File: src/rtl/cnn_downsampling_pool.sv
// Stride-4, 4x4 pooling over raster-ordered pixels using a one-row line buffer of partial results.
// Default build is signed max pooling; define DOWNSAMPLING_AVG_EN for mean pooling (sum >>> 4).
`timescale 1ns/1ps

module cnn_downsampling_pool #(
    parameter int DATA_WIDTH   = 16,
    parameter int IMAGE_WIDTH  = 32,
    parameter int IMAGE_HEIGHT = 32,
    parameter int CHANNEL_NUM  = 8
) (
    input  logic                  clk,
    input  logic                  reset,
    input  logic                  valid_in,
    input  logic [DATA_WIDTH-1:0] pxl_in,
    output logic [DATA_WIDTH-1:0] pxl_out,
    output logic                  valid_out,
    output logic                  frame_done
);

    localparam int LB_DEPTH = IMAGE_WIDTH / 4;
    localparam int COL_W    = (IMAGE_WIDTH  > 1) ? $clog2(IMAGE_WIDTH)  : 1;
    localparam int ROW_W    = (IMAGE_HEIGHT > 1) ? $clog2(IMAGE_HEIGHT) : 1;
    localparam int CH_W     = (CHANNEL_NUM  > 1) ? $clog2(CHANNEL_NUM)  : 1;
    localparam int LB_IDX_W = (LB_DEPTH     > 1) ? $clog2(LB_DEPTH)     : 1;
`ifdef DOWNSAMPLING_AVG_EN
    // Four guard bits hold the sum of 16 signed pixels without overflow.
    localparam int ENTRY_W  = DATA_WIDTH + 4;
`else
    localparam int ENTRY_W  = DATA_WIDTH;
`endif

    logic [COL_W-1:0]    col;
    logic [ROW_W-1:0]    row;
    logic [CH_W-1:0]     ch;

    logic                col_last;
    logic                row_last;
    logic                ch_last;
    logic                block_first;
    logic                block_last;
    logic                frame_last;
    logic [LB_IDX_W-1:0] lb_idx;

    logic signed [ENTRY_W-1:0] line_buf [LB_DEPTH];
    logic signed [ENTRY_W-1:0] entry_rd;
    logic signed [ENTRY_W-1:0] pxl_ext;
    logic signed [ENTRY_W-1:0] entry_new;
    logic signed [ENTRY_W-1:0] entry_wr;
    logic [DATA_WIDTH-1:0]     pool_out;

    assign col_last    = (col == COL_W'(IMAGE_WIDTH - 1));
    assign row_last    = (row == ROW_W'(IMAGE_HEIGHT - 1));
    assign ch_last     = (ch  == CH_W'(CHANNEL_NUM - 1));
    assign block_first = (row[1:0] == 2'd0) && (col[1:0] == 2'd0);
    assign block_last  = (row[1:0] == 2'd3) && (col[1:0] == 2'd3);
    assign frame_last  = col_last && row_last && ch_last;
    assign lb_idx      = LB_IDX_W'(col >> 2);

    assign entry_rd    = line_buf[lb_idx];

`ifdef DOWNSAMPLING_AVG_EN
    assign pxl_ext     = {{4{pxl_in[DATA_WIDTH-1]}}, pxl_in};
    assign entry_new   = entry_rd + pxl_ext;
    // Dropping the low four bits of a signed sum is an arithmetic shift, i.e. floor of the mean.
    assign pool_out    = entry_new[ENTRY_W-1:4];
`else
    assign pxl_ext     = pxl_in;
    assign entry_new   = (pxl_ext > entry_rd) ? pxl_ext : entry_rd;
    assign pool_out    = entry_new;
`endif

    // The first pixel of a block overwrites the entry, so stale data from earlier planes never leaks.
    assign entry_wr    = block_first ? pxl_ext : entry_new;

    always_ff @(posedge clk) begin
        if (valid_in) begin
            line_buf[lb_idx] <= entry_wr;
        end
    end

    always_ff @(posedge clk or negedge reset) begin
        if (!reset) begin
            col <= '0;
            row <= '0;
            ch  <= '0;
        end else if (valid_in) begin
            if (col_last) begin
                col <= '0;
                if (row_last) begin
                    row <= '0;
                    ch  <= ch_last ? '0 : ch + 1'b1;
                end else begin
                    row <= row + 1'b1;
                end
            end else begin
                col <= col + 1'b1;
            end
        end
    end

    always_ff @(posedge clk or negedge reset) begin
        if (!reset) begin
            pxl_out    <= '0;
            valid_out  <= 1'b0;
            frame_done <= 1'b0;
        end else begin
            valid_out  <= valid_in && block_last;
            frame_done <= valid_in && block_last && frame_last;
            if (valid_in && block_last) begin
                pxl_out <= pool_out;
            end
        end
    end

endmodule

File: config.mk
export PLATFORM = sky130hd
export DESIGN_NAME = cnn_downsampling_pool
export DESIGN_NICKNAME = d
export VERILOG_FILES = /design/src/rtl/cnn_downsampling_pool.sv
export SDC_FILE = /design/constraint.sdc
export NUM_CORES = 1
export LEC_CHECK = 0
export BUFFER_PORTS_ARGS = -buffer_cell sky130_fd_sc_hd__buf_2
export CORE_UTILIZATION = 35
export DETAILED_ROUTE_END_ITERATION = 10
export PLACE_DENSITY_LB_ADDON = 0.08
export SYNTH_ARGS = -nofsm -noshare
export SYNTH_HDL_FRONTEND = slang
export SYNTH_SLANG_ARGS = --single-unit
File: constraint.sdc
create_clock -name clk -period 4.7 [get_ports clk]
set_input_delay 0.705 -clock clk [delete_from_list [all_inputs] [get_ports clk]]
set_output_delay 0.705 -clock clk [all_outputs]
set_load 0.01 [all_outputs]
==> flow_summary.json, run 1 <==
{
  "ctsHoldBuffers": 0,
  "cts-root-buf": "clkbuf_16",
  "synthDistinctLibCells": 43,
  "grt_pass1_wl_um": 28100,
  "drive_gt1_share_pct": 26.7,
  "synth_area_um2": 7140,
  "drtIter0Drc": 317,
  "die_area_um2": 21000,
  "fin_skew_ps": 12.0,
  "synth_area_per_cell_um2": 13.9,
  "path_class": "reg2reg",
  "worst_pin_slew_ps": 1150,
  "regToRegSetupSlack_ps": 290,
  "num_vias": 4475,
  "reg2reg_to": "line_buf[0][2]",
  "outcome": "completed",
  "syn_inst": 514,
  "rr_startpoint": "col[2]",
  "wl_um": 18700,
  "crit_required_ps": 4850,
  "hpwlAfterDp_um": 12800,
  "grt_start_max_net_pins": 34,
  "fp.dieH_um": 145,
  "rows": 51,
  "post_cts_buffers": 0,
  "crit_path_start": "col[2]",
  "nNetsFinal": 611,
  "groute.usage.overall_pct": 19.2,
  "crit_fanout": 21,
  "cp-end-kind": "flip-flop",
  "firstDrtPassIters": 4,
  "synth_top_area_share_pct": 53.8,
  "place_congestion": 0.822,
  "setup_viol": 0,
  "p_leak_nw": 3.20,
  "ios": 37,
  "ys_seq_elements": 159,
  "coreArea_um2": 19700,
  "netlist_top_cells_area": "edfxtp_1, dfrtp_1, mux2_2, ha_1, a21oi_1",
  "htreeDepth": 4,
  "yosys.area.top_type": "edfxtp_1",
  "drc_errors": 0,
  "cts_tree": "built",
  "grt_pass1_vias": 4483,
  "seq_area_frac_synth_pct": 64.7,
  "finalCriticalPeriod_ps": 4410,
  "crit_end": "line_buf[0][2]",
  "rsz0062_at_grt": "false",
  "io_buffer_count": 36,
  "synth_nets": 557,
  "overflow": 0,
  "fmax_mhz": 227,
  "num_antenna_cells": 0,
  "power.density_nw_per_um2": 834,
  "numClockSinks": 159,
  "path_clk_slew_ps": 70,
  "finalHoldViolations": 0,
  "finalCritPeriodShare_pct": 93.8,
  "area_delta_synth_final_pct": 16.8,
  "hold_class": "in2async",
  "antenna_found_initial": 0,
  "vdd_drop_max_uv": 366,
  "die_w_um": 145,
  "max_slew_margin_pct": 22.7,
  "fin_tns_setup_ps": 0,
  "cp-start-kind": "flip-flop",
  "start_util_pct": 36.2,
  "drv_slew": 0,
  "fin_util_pct": 42.3,
  "clock_latency_ps": 430,
  "clk_path_buf_depth": 2,
  "viasPerCell": 5.29,
  "cap_violations": 0,
  "cp.arrival_ps": 4560,
  "wire_per_inst_um": 22.2,
  "ant_nets": 0,
  "cts_buffers": 17,
  "synth-warning-count": 0,
  "cts_resized": 0,
  "ff2ff_path_depth": 13
}
-- area by class of cell --
| type | count | area [µm²] |
|---|---|---|
| clock buffer | 20 | 468 |
| fill | 1803 | 11400 |
| clock inverter | 12 | 93.8 |
| tap | 265 | 332 |
| multi-input combinational | 303 | 2330 |
| sequential | 159 | 4620 |
| inverter | 23 | 86.3 |
| timing repair buffer | 64 | 403 |
-- worst max-delay path, stage by stage (launching register included) --
cell      delay, ps
dfrtp_2         470
buf_4           240
nor2_1          460
a221oi_1        190
o22ai_1         370
inv_1            90
ha_1            310
nand4_1         160
nor4_2          380
a21boi_2        310
nor4_2          110
a211oi_4        220
buf_4           360
mux2_2          450
-- cells in the mapped netlist (all sizes together) --
library cell,number
nor2b,2
edfxtp,128
nor3,20
and3,2
a22oi,14
and2,2
o311a,1
a31oi,2
a22o,2
buf,10
ha,24
o31ai,16
o21ai,11
nand2,37
a21o,3
a211oi,1
inv,22
o211ai,1
nand2b,2
o311ai,2
nand4,3
a311o,1
nor2,23
nand3,8
dfrtp,31
o21a,1
or4,1
a221oi,10
mux2,48
mux4,2
a21boi,1
clkbuf,19
o22a,2
mux2i,13
nor4,2
nor3b,2
o221ai,7
o22ai,6
a21oi,31
clkinv,1
-- worst min-delay path by stage --
stage,cells past startpoint,endpoint
CTS,1,pxl_out[9]
detailed placement,2,pxl_out[10]
global route,1,pxl_out[6]
floorplan,0,ch[0]
finish,1,pxl_out[3]
global placement,2,pxl_out[13]
-- state kept, by name, indices dropped and copies added, names as in the netlist --
register / count
ch: 3
col: 5
frame_done: 1
line_buf: 128
pxl_out: 16
row: 5
valid_out: 1
-- per-stage QoR --
step,power [W],setup slack [ps],hold slack [ps],cell area (µm²),cells
detailed placement,0.00565,312,461,7780,814
global placement,0.00562,402,459,7780,814
global route,0.00739,38.9,392,8340,846
CTS,0.00698,300,370,8340,846
floorplan,0.00461,635,409,7140,514
finish,0.00695,292,351,8340,846
-- logic make-up after synthesis --
logic type / Yosys count / synth area share, %
mux: 63 / 10.6
buf+inv: 52 / 2.93
compound gates: 112 / 10.9
simple gates: 104 / 6.75
fa+ha+maj: 24 / 4.21
flops: 159 / 64.7
-- cell usage in the layout (no fill, tap or decap), drive strengths merged, types with 3 or more instances in the layout --
cell,count
edfxtp,128
buf,64
mux2,48
nand2,37
a21oi,31
dfrtp,31
inv,31
ha,24
nor2,23
nor3,20
clkbuf,20
o31ai,16
a22oi,14
mux2i,13
o21ai,11
a221oi,10
nand3,8
o221ai,7
o22ai,6
clkinv,4
a21o,3
nand4,3
-- power by group --
part / total, W / leakage, nW / switching [W] / internal (W)
logic: 0.00318 / 1.35 / 0.00199 / 0.00119
registers: 0.00244 / 1.56 / 0.000110 / 0.00233
clock network: 0.00132 / 0.284 / 0.000590 / 0.000734
total: 0.00695 / 3.20 / 0.00269 / 0.00426
-- layer usage --
metal / share of wire, % / GRT usage [%] / vias up
li1: - / - / 2098
met1: 45 / 25.7 / 2267
met2: 49 / 30.9 / 91
met3: 3.9 / 4.21 / 19
met4: 1.7 / 6.32 / 0
met5: 0 / 0 / -
(Power assumes the default switching activity.)
==> run 2, diff against run 1 <==
==> constraint.sdc (replaced) <==
create_clock -name clk -period 4.7 [get_ports clk]
set_input_delay 0.235 -clock clk [delete_from_list [all_inputs] [get_ports clk]]
set_output_delay 0.235 -clock clk [all_outputs]
set_load 0.01 [all_outputs]
==> flow_summary.json, run 2 (same netlist as run 1, synthesis figures left out) <==
{
  "outcome": "completed",
  "firstDrtPassIters": 5,
  "ant_nets": 0,
  "rsz0062_at_grt": "false",
  "finalCritPeriodShare_pct": 93.5,
  "path_clk_slew_ps": 70,
  "cts_buffers": 17,
  "cp-end-kind": "flip-flop",
  "start_util_pct": 36.2,
  "max_slew_margin_pct": 19.4,
  "ios": 37,
  "post-place-ws_ps": 308,
  "rows": 51,
  "die_area_um2": 21000,
  "final-seq-area_um2": 4620,
  "drc_errors": 0,
  "fmax_mhz": 228,
  "finalHoldViolations": 0,
  "path_class": "reg2reg",
  "cts-root-buf": "clkbuf_16",
  "drive_gt1_share_pct": 26.7,
  "fp.dieH_um": 145,
  "hpwlAfterDp_um": 13000,
  "rr_startpoint": "col[2]",
  "wl_um": 19000,
  "num_vias": 4503,
  "grt_start_max_net_pins": 34,
  "setup_viol": 0,
  "cap_violations": 0,
  "nFillCells": 1793,
  "cp.arrival_ps": 4540,
  "cp-start-kind": "flip-flop",
  "overflow": 0,
  "viasPerCell": 5.32,
  "power.density_nw_per_um2": 836,
  "p_leak_nw": 3.20,
  "num_antenna_cells": 0,
  "groute.usage.overall_pct": 19.4,
  "cts_tree": "built",
  "crit_required_ps": 4850,
  "grt_pass1_vias": 4498,
  "final_common_cell": "edfxtp_1",
  "top_regs": "line_buf (128), pxl_out (16)",
  "clock_latency_ps": 440,
  "fin_skew_ps": 18.1,
  "clk_path_buf_depth": 2,
  "nNetsFinal": 611,
  "io_buffer_count": 36,
  "crit_path_start": "col[2]",
  "worst_pin_slew_ps": 1200,
  "grt_pass1_wl_um": 28300,
  "multi_input_area_um2": 2330,
  "htreeDepth": 4,
  "cts_resized": 0,
  "coreArea_um2": 19700,
  "regToRegSetupSlack_ps": 310,
  "hold_class": "in2reg",
  "top_register": "line_buf",
  "design_area_um2": 8330,
  "area_delta_synth_final_pct": 16.7,
  "place_congestion": 0.814,
  "crit_fanout": 21,
  "vdd_drop_max_uv": 390,
  "die_w_um": 145,
  "drv_slew": 0,
  "fin_tns_setup_ps": 0,
  "crit_end": "line_buf[4][2]",
  "wire_per_inst_um": 22.4,
  "largest_reg_flops": 128,
  "finalCriticalPeriod_ps": 4390,
  "antenna_found_initial": 0,
  "fin_util_pct": 42.2,
  "drtIter0Drc": 365,
  "ff2ff_path_depth": 13,
  "final_cell_mix": "edfxtp_1, mux2_2, nand2_1, buf_2, a21oi_1",
  "post_dp_cell_area_um2": 7770,
  "numClockSinks": 159,
  "setup_ws_ps": 308,
  "reg2reg_to": "line_buf[4][2]"
}
[run 2: metal layers]
metal	vias to the layer above	wire length [µm]	GRT usage (%)
li1	2083	-	-
met5	-	0	0
met1	2306	8680	26.2
met2	93	9310	31.0
met3	21	609	3.55
met4	0	346	7.31
[run 2: metrics by stage]
stage / cells / hold WS (ps) / power [W]
2_1_floorplan: 514 / -60.6 / 0.00461
3_3_place_gp: 813 / 339 / 0.00563
3_5_place_dp: 813 / 358 / 0.00567
4_1_cts: 846 / 127 / 0.00701
5_1_grt: 846 / 143 / 0.00738
6_report: 846 / 145 / 0.00696
[run 2: critical path, stage by stage (launching register included)]
cell      delay [ps]
dfrtp_2          470
buf_4            240
nor2_1           440
a221oi_1         190
o22ai_1          360
inv_1             80
ha_1             310
nand4_1          180
nor4_2           370
a21boi_2         300
nor4_2           100
a211oi_4         220
buf_4            380
mux2_2           460
[run 2: area by class of cell]
cell class,count,area share (%)
Tap cell,265,3.98
Timing Repair Buffer,64,4.87
Inverter,23,1.04
Clock inverter,13,1.17
Sequential cell,159,55.5
Multi-Input combinational cell,303,28.0
Clock buffer,19,5.44
[run 2: power by group]
part | switching [W] | internal (W)
Combinational | 0.00201 | 0.00119
Sequential | 0.000112 | 0.00233
Clock | 0.000603 | 0.000714
[run 2: worst min path at each step]
| stage | from | endpoint | slack (ps) | cells past startpoint |
|---|---|---|---|---|
| after CTS | pxl_in[14] | pxl_out[14] | 130 | 3 |
| after global routing | pxl_in[14] | pxl_out[14] | 140 | 3 |
| final | pxl_in[14] | pxl_out[14] | 140 | 3 |
| after global placement | reset | pxl_out[6] | 340 | 1 |
| after detailed placement | reset | pxl_out[9] | 360 | 1 |
| after floorplan | reset | ch[0] | -60 | 0 |
[run 2: what timing repair did]
action	CTS	global route
hold endpoints to repair	31	0
hold buffers	1	0
setup buffers	0	0
